### src/rtl/mux4_rr_arbiter_if.sv
// Request/grant bundle between the four requesters and mux4_rr_arbiter.
// master = arbiter side, slave = requester/mux side.
interface mux4_rr_arbiter_if;
   logic [3:0] req;
   logic       done;
   logic [3:0] gnt;
   logic       s0;
   logic       s1;
   logic       busy;
   logic       timeout;

   modport master (
      input  req, done,
      output gnt, s0, s1, busy, timeout
   );

   modport slave (
      output req, done,
      input  gnt, s0, s1, busy, timeout
   );
endinterface

### src/rtl/mux4_rr_arbiter.sv
// Round-robin arbiter driving the s1/s0 selects of a 4-way mux, with a one-cycle dead gap
// between grants. Define ARB_TIMEOUT_EN to bound each grant to MAX_HOLD cycles.
module mux4_rr_arbiter #(
   parameter logic [1:0] RESET_PTR = 2'd3,
   parameter int         CNT_W     = 4,
   parameter int         MAX_HOLD  = 15
) (
   input logic               clk,
   input logic               rst_n,
   mux4_rr_arbiter_if.master bus
);
   typedef enum logic [1:0] {IDLE, GRANT, GAP} state_t;

   state_t     state_reg, state_next;
   logic [1:0] ptr_reg, ptr_next;
   logic [1:0] sel_reg, sel_next;
   logic [3:0] gnt_reg, gnt_next;
   logic       timeout_reg, timeout_next;

   logic [3:0] req_rot;
   logic [1:0] win;
   logic       any_req;
   logic       rel_norm;
   logic       hold_limit;

   // req_rot[0] is the requester just after the last-granted one, i.e. highest priority.
   generate
      for (genvar gi = 0; gi < 4; gi++) begin : g_rot
         logic [1:0] idx;
         assign idx         = ptr_reg + 2'(gi + 1);
         assign req_rot[gi] = bus.req[idx];
      end
   endgenerate

   assign any_req = |bus.req;

   always_comb begin
      win = ptr_reg + 2'd1;
      for (int k = 3; k >= 0; k--) begin
         if (req_rot[k]) begin
            win = ptr_reg + 2'(k + 1);
         end
      end
   end

   // sel_reg holds the granted index for the whole grant.
   assign rel_norm = bus.done || !bus.req[sel_reg];

`ifdef ARB_TIMEOUT_EN
   logic [CNT_W-1:0] cnt_reg, cnt_next;

   assign hold_limit = (cnt_reg == CNT_W'(MAX_HOLD - 1));

   always_comb begin
      cnt_next = '0;
      if (state_reg == GRANT) begin
         cnt_next = cnt_reg + 1'b1;
      end
   end

   always_ff @(posedge clk) begin
      if (!rst_n) begin
         cnt_reg <= '0;
      end else begin
         cnt_reg <= cnt_next;
      end
   end
`else
   logic unused_cfg;
   assign unused_cfg = ^{32'(CNT_W), 32'(MAX_HOLD)};
   assign hold_limit = 1'b0;
`endif

   always_comb begin
      state_next   = state_reg;
      ptr_next     = ptr_reg;
      sel_next     = sel_reg;
      gnt_next     = gnt_reg;
      timeout_next = 1'b0;
      case (state_reg)
         IDLE, GAP: begin
            if (any_req) begin
               state_next = GRANT;
               gnt_next   = 4'b0001 << win;
               sel_next   = win;
            end else begin
               state_next = IDLE;
               gnt_next   = 4'b0000;
            end
         end
         GRANT: begin
            if (rel_norm || hold_limit) begin
               state_next   = GAP;
               gnt_next     = 4'b0000;
               ptr_next     = sel_reg;
               timeout_next = hold_limit && !rel_norm;
            end
         end
         default: begin
            state_next = IDLE;
            gnt_next   = 4'b0000;
         end
      endcase
   end

   always_ff @(posedge clk) begin
      if (!rst_n) begin
         state_reg   <= IDLE;
         ptr_reg     <= RESET_PTR;
         sel_reg     <= 2'b00;
         gnt_reg     <= 4'b0000;
         timeout_reg <= 1'b0;
      end else begin
         state_reg   <= state_next;
         ptr_reg     <= ptr_next;
         sel_reg     <= sel_next;
         gnt_reg     <= gnt_next;
         timeout_reg <= timeout_next;
      end
   end

   assign bus.gnt     = gnt_reg;
   assign bus.s0      = sel_reg[0];
   assign bus.s1      = sel_reg[1];
   assign bus.busy    = (state_reg == GRANT);
   assign bus.timeout = timeout_reg;
endmodule

### src/flat_wrapper.sv
// flat-port wrapper written by rule: the top's interface ports become plain ports
module mux4_rr_arbiter_flat 
#(
   parameter logic [1:0] RESET_PTR = 2'd3,
   parameter int         CNT_W     = 4,
   parameter int         MAX_HOLD  = 15
)
  (clk, rst_n, bus_req, bus_done, bus_gnt, bus_s0, bus_s1, bus_busy, bus_timeout);
  mux4_rr_arbiter_if bus_i ();
  input logic clk;
  input logic rst_n;
  input wire logic [$bits(bus_i.req)-1:0] bus_req;
  input wire logic [$bits(bus_i.done)-1:0] bus_done;
  output wire logic [$bits(bus_i.gnt)-1:0] bus_gnt;
  output wire logic [$bits(bus_i.s0)-1:0] bus_s0;
  output wire logic [$bits(bus_i.s1)-1:0] bus_s1;
  output wire logic [$bits(bus_i.busy)-1:0] bus_busy;
  output wire logic [$bits(bus_i.timeout)-1:0] bus_timeout;
  assign bus_i.req = bus_req;
  assign bus_i.done = bus_done;
  assign bus_gnt = bus_i.gnt;
  assign bus_s0 = bus_i.s0;
  assign bus_s1 = bus_i.s1;
  assign bus_busy = bus_i.busy;
  assign bus_timeout = bus_i.timeout;
  mux4_rr_arbiter #(.RESET_PTR(RESET_PTR), .CNT_W(CNT_W), .MAX_HOLD(MAX_HOLD)) u_core (.clk(clk), .rst_n(rst_n), .bus(bus_i));
endmodule
### config.mk
export PLATFORM = sky130hd
export DESIGN_NAME = mux4_rr_arbiter_flat
export DESIGN_NICKNAME = d
export VERILOG_FILES = /design/src/rtl/mux4_rr_arbiter_if.sv /design/src/rtl/mux4_rr_arbiter.sv /design/src/flat_wrapper.sv
export SDC_FILE = /design/constraint.sdc
export NUM_CORES = 1
export LEC_CHECK = 0
export ABC_AREA = 1
export BUFFER_PORTS_ARGS = -buffer_cell sky130_fd_sc_hd__buf_2
export CAP_MARGIN = 10
export CORE_AREA = 8 8 46 48
export DETAILED_ROUTE_END_ITERATION = 8
export DIE_AREA = 0 0 54 56
export PLACE_DENSITY = 0.71
export SLEW_MARGIN = 10
export SYNTH_ARGS = -nofsm -noshare
export SYNTH_HDL_FRONTEND = slang
export SYNTH_SLANG_ARGS = --single-unit
### constraint.sdc
create_clock -name clk -period 1.7 [get_ports clk]
set_input_delay 0.085 -clock clk [delete_from_list [all_inputs] [get_ports clk]]
set_output_delay 0.085 -clock clk [all_outputs]
set_load 0.01 [all_outputs]
-- Word level (Yosys, flattened, before mapping)
Index checks and enable logic that the tools add are counted.
- register bits: 10
- bits of input ports: 7
- output and inout bits: 8
- word-level logic and storage cells: 43
- add/sub/neg operators: 3
- magnitude comparators: 5
- equal/unequal tests: 3
- shift-type cells: 1
- muxes and demuxes: 20
- reduce and logical (&&, ||, !) cells: 7
- operators by type and width (cell ; number):
    < comparator 2 x 3 -> 1 bit, second input constant ; 5
    binary-select mux 1 bit (select 2 bit) ; 5
    2-to-1 mux 2 bit ; 5
    2-to-1 mux 4 bit ; 2
    case mux 4 bit (2 select lines) ; 1
    2-to-1 mux 1 bit ; 6
    adder 2 bit, second input constant ; 2
    case mux 2 bit (2 select lines) ; 1
    AND reduction 2 bit ; 2
    OR reduction 4 bit ; 1
    left shift 1 x 2 -> 4 bit, first input constant ; 1
    adder 2 x 1 -> 2 bit, second input constant ; 1
    equality test 2 x 1 -> 1 bit, second input constant ; 1
    equality test 2 bit, second input constant ; 1
    zero test 2 bit ; 1
    != test 2 x 1 -> 1 bit, second input constant ; 1
    OR reduction 2 bit ; 1
    zero test 1 bit ; 1
    logical OR 1 bit ; 1

-- Longest topological paths before layout
Gate-level depths: netlist of the first run.
- depth after elaboration: 9
- gate-level depth with buffers: 12
- gate-level depth less buffers: 11

-- Worst setup path after synthesis of the first run
No wires, ideal clock.
- path kind: register to register
- start point: register u_core.ptr_reg[0]
- end point: register u_core.sel_reg[0]
- library setup time: 0.115 ns
- arrival: 1.169 ns
- required time: 1.585 ns
- setup slack: 0.416 ns
- stages on the path, launching flop included: 12
- path buffers: 1
- clock period less this slack: 1.284 ns
- cells stage by stage: dfxtp_1 buf_6 nand2_1 nand2_1 o21ai_0 inv_1 nand2_2 nand2_1 nand2_2 nand2_2 o21ai_0 inv_1
- cells in the longest elaborated chain, start to end: 6
- elaborated cells between the ends (all ways): 15
- those cells by class: 3 x add/sub; 12 x mux
- ends and longest elaborated chain (element ; line ; text):
    from (decl) ; mux4_rr_arbiter.sv:15 ; logic [1:0] ptr_reg, ptr_next;
    from (signal assigned) ; mux4_rr_arbiter.sv:115 ; ptr_reg <= ptr_next;
    adder 2 bit or binary-select mux 1 bit (select 2 bit) (tied branches) ; mux4_rr_arbiter.sv:30, mux4_rr_arbiter.sv:41, mux4_rr_arbiter.sv:31 ;
    binary-select mux 1 bit (select 2 bit) or 2-to-1 mux 1 bit (tied branches) ; mux4_rr_arbiter.sv:31 ; assign req_rot[gi] = bus.req[idx];
    2-to-1 mux 1 bit (not written as such) or 2-to-1 mux 2 bit (tied branches) ; mux4_rr_arbiter.sv:31, mux4_rr_arbiter.sv:40 ;
    2-to-1 mux 2 bit (2 in series) ; mux4_rr_arbiter.sv:40 ; if (req_rot[k]) begin
    2-to-1 mux 2 bit (*) ; mux4_rr_arbiter.sv:40 ;
    to (signal assigned) ; mux4_rr_arbiter.sv:116 ; sel_reg <= sel_next;
    to (decl) ; mux4_rr_arbiter.sv:16 ; logic [1:0] sel_reg, sel_next;
Every way passes the cells marked *; elsewhere a longest branch is shown, timed or not. The select of a mux whose other input is x is not followed.
A chain may end at the register's enable or synchronous reset.

-- Final worst setup path of the first run
- start point: register u_core.ptr_reg[1]
- end point: register u_core.sel_reg[0]
- cells in the longest elaborated chain, start to end: 6
- elaborated cells between the ends (all ways): 15
- those cells by class: 3 x add/sub; 12 x mux
- ends and longest elaborated chain (element ; line):
    adder 2 bit or binary-select mux 1 bit (select 2 bit) (tied branches) ; mux4_rr_arbiter.sv:30, mux4_rr_arbiter.sv:31
    binary-select mux 1 bit (select 2 bit) or 2-to-1 mux 1 bit (tied branches) ; mux4_rr_arbiter.sv:31
    2-to-1 mux 1 bit (not written as such) or 2-to-1 mux 2 bit (tied branches) ; mux4_rr_arbiter.sv:31, mux4_rr_arbiter.sv:40
    2-to-1 mux 2 bit (2 in series) ; mux4_rr_arbiter.sv:40
    2-to-1 mux 2 bit (*) ; mux4_rr_arbiter.sv:40
Marks and branches as above.

==> impl_metrics.yaml, run 1 <==
setup_path:
  reg2reg_slack_ns: 0.20
  worstRegToRegCells: 11
  startpoint_type: "flip-flop"
  cpMostUsedCell: "nand2_1"
  end_kind: "flip-flop"
  r2r_end: "u_core.sel_reg[0]"
  critPathArrivalTime_ns: 1.66
  cp_cell_sequence: "inv_2 > nand2_1 > nand2_1 > nand2_1 > nand3_2 > nand2_2 > nand2_1 > nand2_2 > nand2_2 > o21ai_0 > inv_1"
  cpPeakStageDelay_ns: 0.52
  required_ns: 1.86
  worstPathMaxFanout: 8
  crit_type: "flip-flop to flip-flop"
  worstReg2RegStart: "u_core.ptr_reg[1]"
  slowest_stage: "dfxtp_1"
logic_synthesis:
  synth_fp_nets: 108
  synth_compound_area_share_pct: 15.65
  synthSimpleGateAreaFrac_pct: 37.60
  synth_area_per_cell_um2: 6.491
  synth_top_family_by_area: "simple AND/OR/NAND/NOR gates"
  muxShareOfSynthArea_pct: 0
  synth-seq-area-share_pct: 30.53
  netlist_instances: 101
  yosys_register_bits: 10
  synth_fa_ha_area_share_pct: 0
  ys_async_sr_fraction_pct: 0
  synth-xor-area-share_pct: 2.481
  synth.distinct_cells: 21
  synth_area_um2: 655.6
  synth_edf_count: 0
  ys.flop_type: "dfxtp_1"
  yosys_warnings: 0
worst_hold_path:
  hold_path.class: "primary input to flip-flop"
  hold_path_end: "u_core.ptr_reg[1]"
  hp-start: "rst_n"
  hold_depth: 2
sta:
  setup_tns_ns: 0
  post-route-min-period_ns: 1.500
  max_freq_mhz: 666.5
  rsz0062_at_grt: "false"
  fin_hold_ws_ns: 0.04717
  min_period_over_period_pct: 88.25
  fin_skew_ns: 0.001702
  finalSetupViolations: 0
  worst_slack_ns: 0.1997
  maxSlewViolCount: 0
  hold_viol: 0
cells_and_area:
  fillCellCount: 146
  layout_commonest_cell: "nand2_1"
  multi_input_area_um2: 369.1
  final_nets: 124
  largest_reg_flops: 4
  final_cell_mix: "nand2_1 (27), inv_1 (15), buf_2 (13)"
  fin_area_um2: 758.2
  area_growth_pct: 15.65
  fin_util_pct: 52.79
  drive_above_1_share_pct: 26.72
  diodes: 0
  fin_cells: 132
  regArea_um2: 200.2
route:
  wl_per_cell_um: 10.50
  drt_wl_total_mm: 1.386
  drt_iter0_markers: 5
  drc_errors: 0
  ant_nets: 0
  avgViaCountPerCell: 5.000
  vias: 660
  drtPass1Iterations: 3
global_routing:
  grt_start_max_net_pins: 9
  grt_antenna_before_repair: 0
  grt_pass1_vias: 655
  overflow: 0
  grt_first_pass_wirelength_mm: 2.601
  grt.total_usage_pct: 11.03
clock_network:
  clk_pin_slew_worst_paths_ns: 0.06
  clk_latency_ns: 0.26
  ctsRootBufferMaster: "clkbuf_4"
  cts_made_buffers: 3
  cts_setup_buffers: 0
  cts_buffer_depth: 2
  cts_hold_buf: 0
  cts_resized: 0
  cts.sinks: 10
  cts_tree: "yes"
  cts.htree.levels: 1
pwr:
  p_per_area_nw_per_um2: 1084
  p_leak_nw: 0.4263
  ir_worst_vdd_v: 0.0006728
  total_power_mw: 0.8218
placement:
  portBuffers: 13
  post-place-ws_ns: 0.2104
  place_area_um2: 721.9
  placed_cells: 128
  gp_congestion: 0.7527
  hpwl_mm: 1.180
floorplan:
  num_rows: 14
  die_area_um2: 3024
  fp.dieH_um: 56
  die-width_um: 54
  initial_core_util_pct: 45.64
  core_area_um2: 1436
  io_pins: 15
outcome:
  status: "finished, final reports clean"
run:
  maxCapViolCount: 0
## layer usage
| metal | GRT usage, % | vias to the layer above | wire, um |
|---|---|---|---|
| li1 | - | 353 | - |
| met2 | 18.08 | 9 | 688 |
| met3 | 2.406 | 5 | 44 |
| met1 | 11.84 | 293 | 611 |
| met5 | 0 | - | 0 |
| met4 | 7.394 | 0 | 41 |
## final cells by class
class / count / share of cell area [%]
clock buffers: 4 / 4.785
inverters: 16 / 7.921
multi-input cells: 72 / 48.68
flip-flops and latches: 10 / 26.40
well taps: 16 / 2.640
repair buffers: 14 / 9.571
## worst max-delay path: cells and delay by family (launching register included)
kind | cells | cell delay (ns)
AND/OR/NAND/NOR | 8 | 0.61
AO/OA/AOI/OAI | 1 | 0.14
buffers and inverters | 2 | 0.11
flip-flops | 1 | 0.52
## report_power, final
group	internal, mW	switching (mW)	total, mW
logic	0.122	0.194	0.315
clock network	0.130	0.0802	0.210
registers	0.268	0.0286	0.296
## kinds of logic after synthesis
kind of cell	count (synthesis)
flops	10
compound gates	18
xor+xnor	1
simple gates	52
other cells	1
buf+inv	19
## cell usage after synthesis (all sizes together), types with 2 or more instances
cell type / number / share of area [%]
o21ai: 8 / 6.7
inv: 16 / 9.2
nand4: 2 / 1.9
nand3: 11 / 11
nor2: 6 / 3.8
dfxtp: 10 / 31
nand2: 32 / 20
buf: 3 / 4.0
a21oi: 8 / 6.1
## worst max-delay path by stage
stage,slack (ns),from,cells past startpoint,to
6_report,0.20,u_core.ptr_reg[1],11,u_core.sel_reg[0]
5_1_grt,0.01,u_core.ptr_reg[1],10,u_core.bus.gnt[3]
4_1_cts,0.18,u_core.ptr_reg[1],11,u_core.sel_reg[0]
3_5_place_dp,0.21,u_core.ptr_reg[1],11,u_core.sel_reg[0]
3_3_place_gp,0.19,u_core.ptr_reg[1],11,u_core.sel_reg[0]
2_1_floorplan,0.42,u_core.ptr_reg[0],11,u_core.sel_reg[0]
No activity file was read; power rests on OpenSTA's default activity.
==> run 2, diff against run 1 <==
--- a/config.mk
+++ b/config.mk
@@ -9,9 +9,11 @@
 export BUFFER_PORTS_ARGS = -buffer_cell sky130_fd_sc_hd__buf_2
 export CAP_MARGIN = 10
 export CORE_AREA = 8 8 46 48
+export CTS_CLUSTER_SIZE = 24
 export DETAILED_ROUTE_END_ITERATION = 8
 export DIE_AREA = 0 0 54 56
 export PLACE_DENSITY = 0.71
+export REMOVE_ABC_BUFFERS = 1
 export SLEW_MARGIN = 10
 export SYNTH_ARGS = -nofsm -noshare
 export SYNTH_HDL_FRONTEND = slang
==> impl_metrics.yaml, run 2 (synthesis results as in run 1) <==
cells_and_area:
  largest_reg_flops: 4
  area_growth_pct: 15.65
  final_nets: 124
  drive_above_1_share_pct: 26.96
  fin_util_pct: 52.79
  layout_commonest_cell: "nand2_1"
  diodes: 0
  final_cell_mix: "nand2_1 (27), inv_1 (15), buf_2 (13)"
pwr:
  p_per_area_nw_per_um2: 1022
  ir_worst_vdd_v: 0.0005060
  p_leak_nw: 0.4246
global_routing:
  grt.total_usage_pct: 9.321
  use_met3_pct: 2.406
  grt_pass1_vias: 572
  busiest_layer: "met2"
  grt_start_max_net_pins: 9
  grt_first_pass_wirelength_mm: 2.256
  met1_usage_pct: 10.68
  grt_use_met2_pct: 15.75
  grt_antenna_before_repair: 0
  overflow: 0
setup_path:
  end_kind: "flip-flop"
  crit_type: "flip-flop to flip-flop"
  required_ns: 1.85
  slowest_stage: "dfxtp_1"
  worstPathMaxFanout: 4
  cpPeakStageDelay_ns: 0.42
  cp_cell_sequence: "inv_1 > nand2_1 > nand2_1 > o21ai_0 > inv_1 > nand2_2 > nand2_1 > nand2_2 > nand2_2 > o21ai_0 > inv_1"
  critPathArrivalTime_ns: 1.69
  startpoint_type: "flip-flop"
run:
  maxCapViolCount: 0
floorplan:
  io_pins: 15
  num_rows: 14
  core_area_um2: 1436
  fp.dieH_um: 56
  die_area_um2: 3024
  initial_core_util_pct: 45.64
  die-width_um: 54
placement:
  post-place-ws_ns: 0.1649
  hpwl_mm: 1.138
  gp_congestion: 0.7417
  portBuffers: 13
sta:
  post-route-min-period_ns: 1.545
  fin_hold_ws_ns: 0.05558
  setup_tns_ns: 0
  maxSlewViolCount: 0
  max_freq_mhz: 647.3
  hold_viol: 0
  rsz0062_at_grt: "false"
  worst_slack_ns: 0.1552
  finalSetupViolations: 0
  fin_skew_ns: 0.001894
  min_period_over_period_pct: 90.87
clock_network:
  cts_setup_buffers: 0
  clk_pin_slew_worst_paths_ns: 0.06
  clk_latency_ns: 0.25
  cts.sinks: 10
  cts_tree: "yes"
  cts_made_buffers: 3
  cts.htree.levels: 1
  ctsRootBufferMaster: "clkbuf_4"
  cts_buffer_depth: 2
route:
  drtPass1Iterations: 4
  drt_wl_total_mm: 1.367
  drc_errors: 0
  drt_iter0_markers: 8
  avgViaCountPerCell: 4.847
  wl_per_cell_um: 10.44
  vias: 635
  ant_nets: 0
outcome:
  status: "finished, final reports clean"
worst_hold_path:
  hold_path.class: "primary input to flip-flop"
==> run 2: changes by cell type in the layout (fill, tap and decap cells not counted) <==
cell | previous run | this run
buf_4 | 1 | 0
buf_12 | 0 | 1
clkbuf_8 | 1 | 0
dfxtp_2 | 0 | 1
dfxtp_1 | 10 | 9
==> run 2: timing repair <==
action / 4_1_cts / 5_1_grt
hold buffers: 0 / 0
gates resized for setup: 0 / 1
setup endpoints to repair: 0 / 1
==> run 2: area by class of cell <==
class                      count  area, um2
clock buffer                   3      22.52
tap                           16      20.02
timing repair buffer          14      85.08
inverter                      16      60.06
sequential                    10      201.4
multi-input combinational     72      369.1
fill                         147      678.2
==> run 2: final timing paths <==
path	startpoint	end	slack (ns)	cells past startpoint
hold / removal	rst_n	u_core.ptr_reg[1]	0.06	2
setup / recovery	u_core.ptr_reg[0]	u_core.sel_reg[0]	0.16	11
setup reg to reg	u_core.ptr_reg[0]	u_core.sel_reg[0]	0.16	11
hold reg to reg	u_core.bus.gnt[0]	u_core.bus.gnt[0]	0.46	2
==> run 2: report_power, final <==
| part | switching, mW | internal (mW) |
|---|---|---|
| combinational | 0.192 | 0.129 |
| sequential | 0.0308 | 0.269 |
| clock | 0.0735 | 0.0814 |
| total | 0.296 | 0.479 |
==> run 2: stage by stage <==
step	power (mW)	instance area [um2]	cells
floorplan	0.5348	629.4	98
global placement	0.6215	734.5	128
detailed placement	0.6254	734.5	128
CTS	0.7802	757.0	131
global route	0.8374	758.2	131
finish	0.7751	758.2	131
==> run 2: routing by layer <==
metal / vias to the layer above / share of wire, %
met4: 0 / 0.95
met5: - / 0
met3: 4 / 2.9
met1: 273 / 49
li1: 350 / -
met2: 8 / 47
==> run 2: worst max-delay path: cells and delay by family (launching register included) <==
kind            cells  cell delay [ns]
simple gates        6             0.43
flops               1             0.42
compound gates      2             0.33
buf+inv             3             0.25
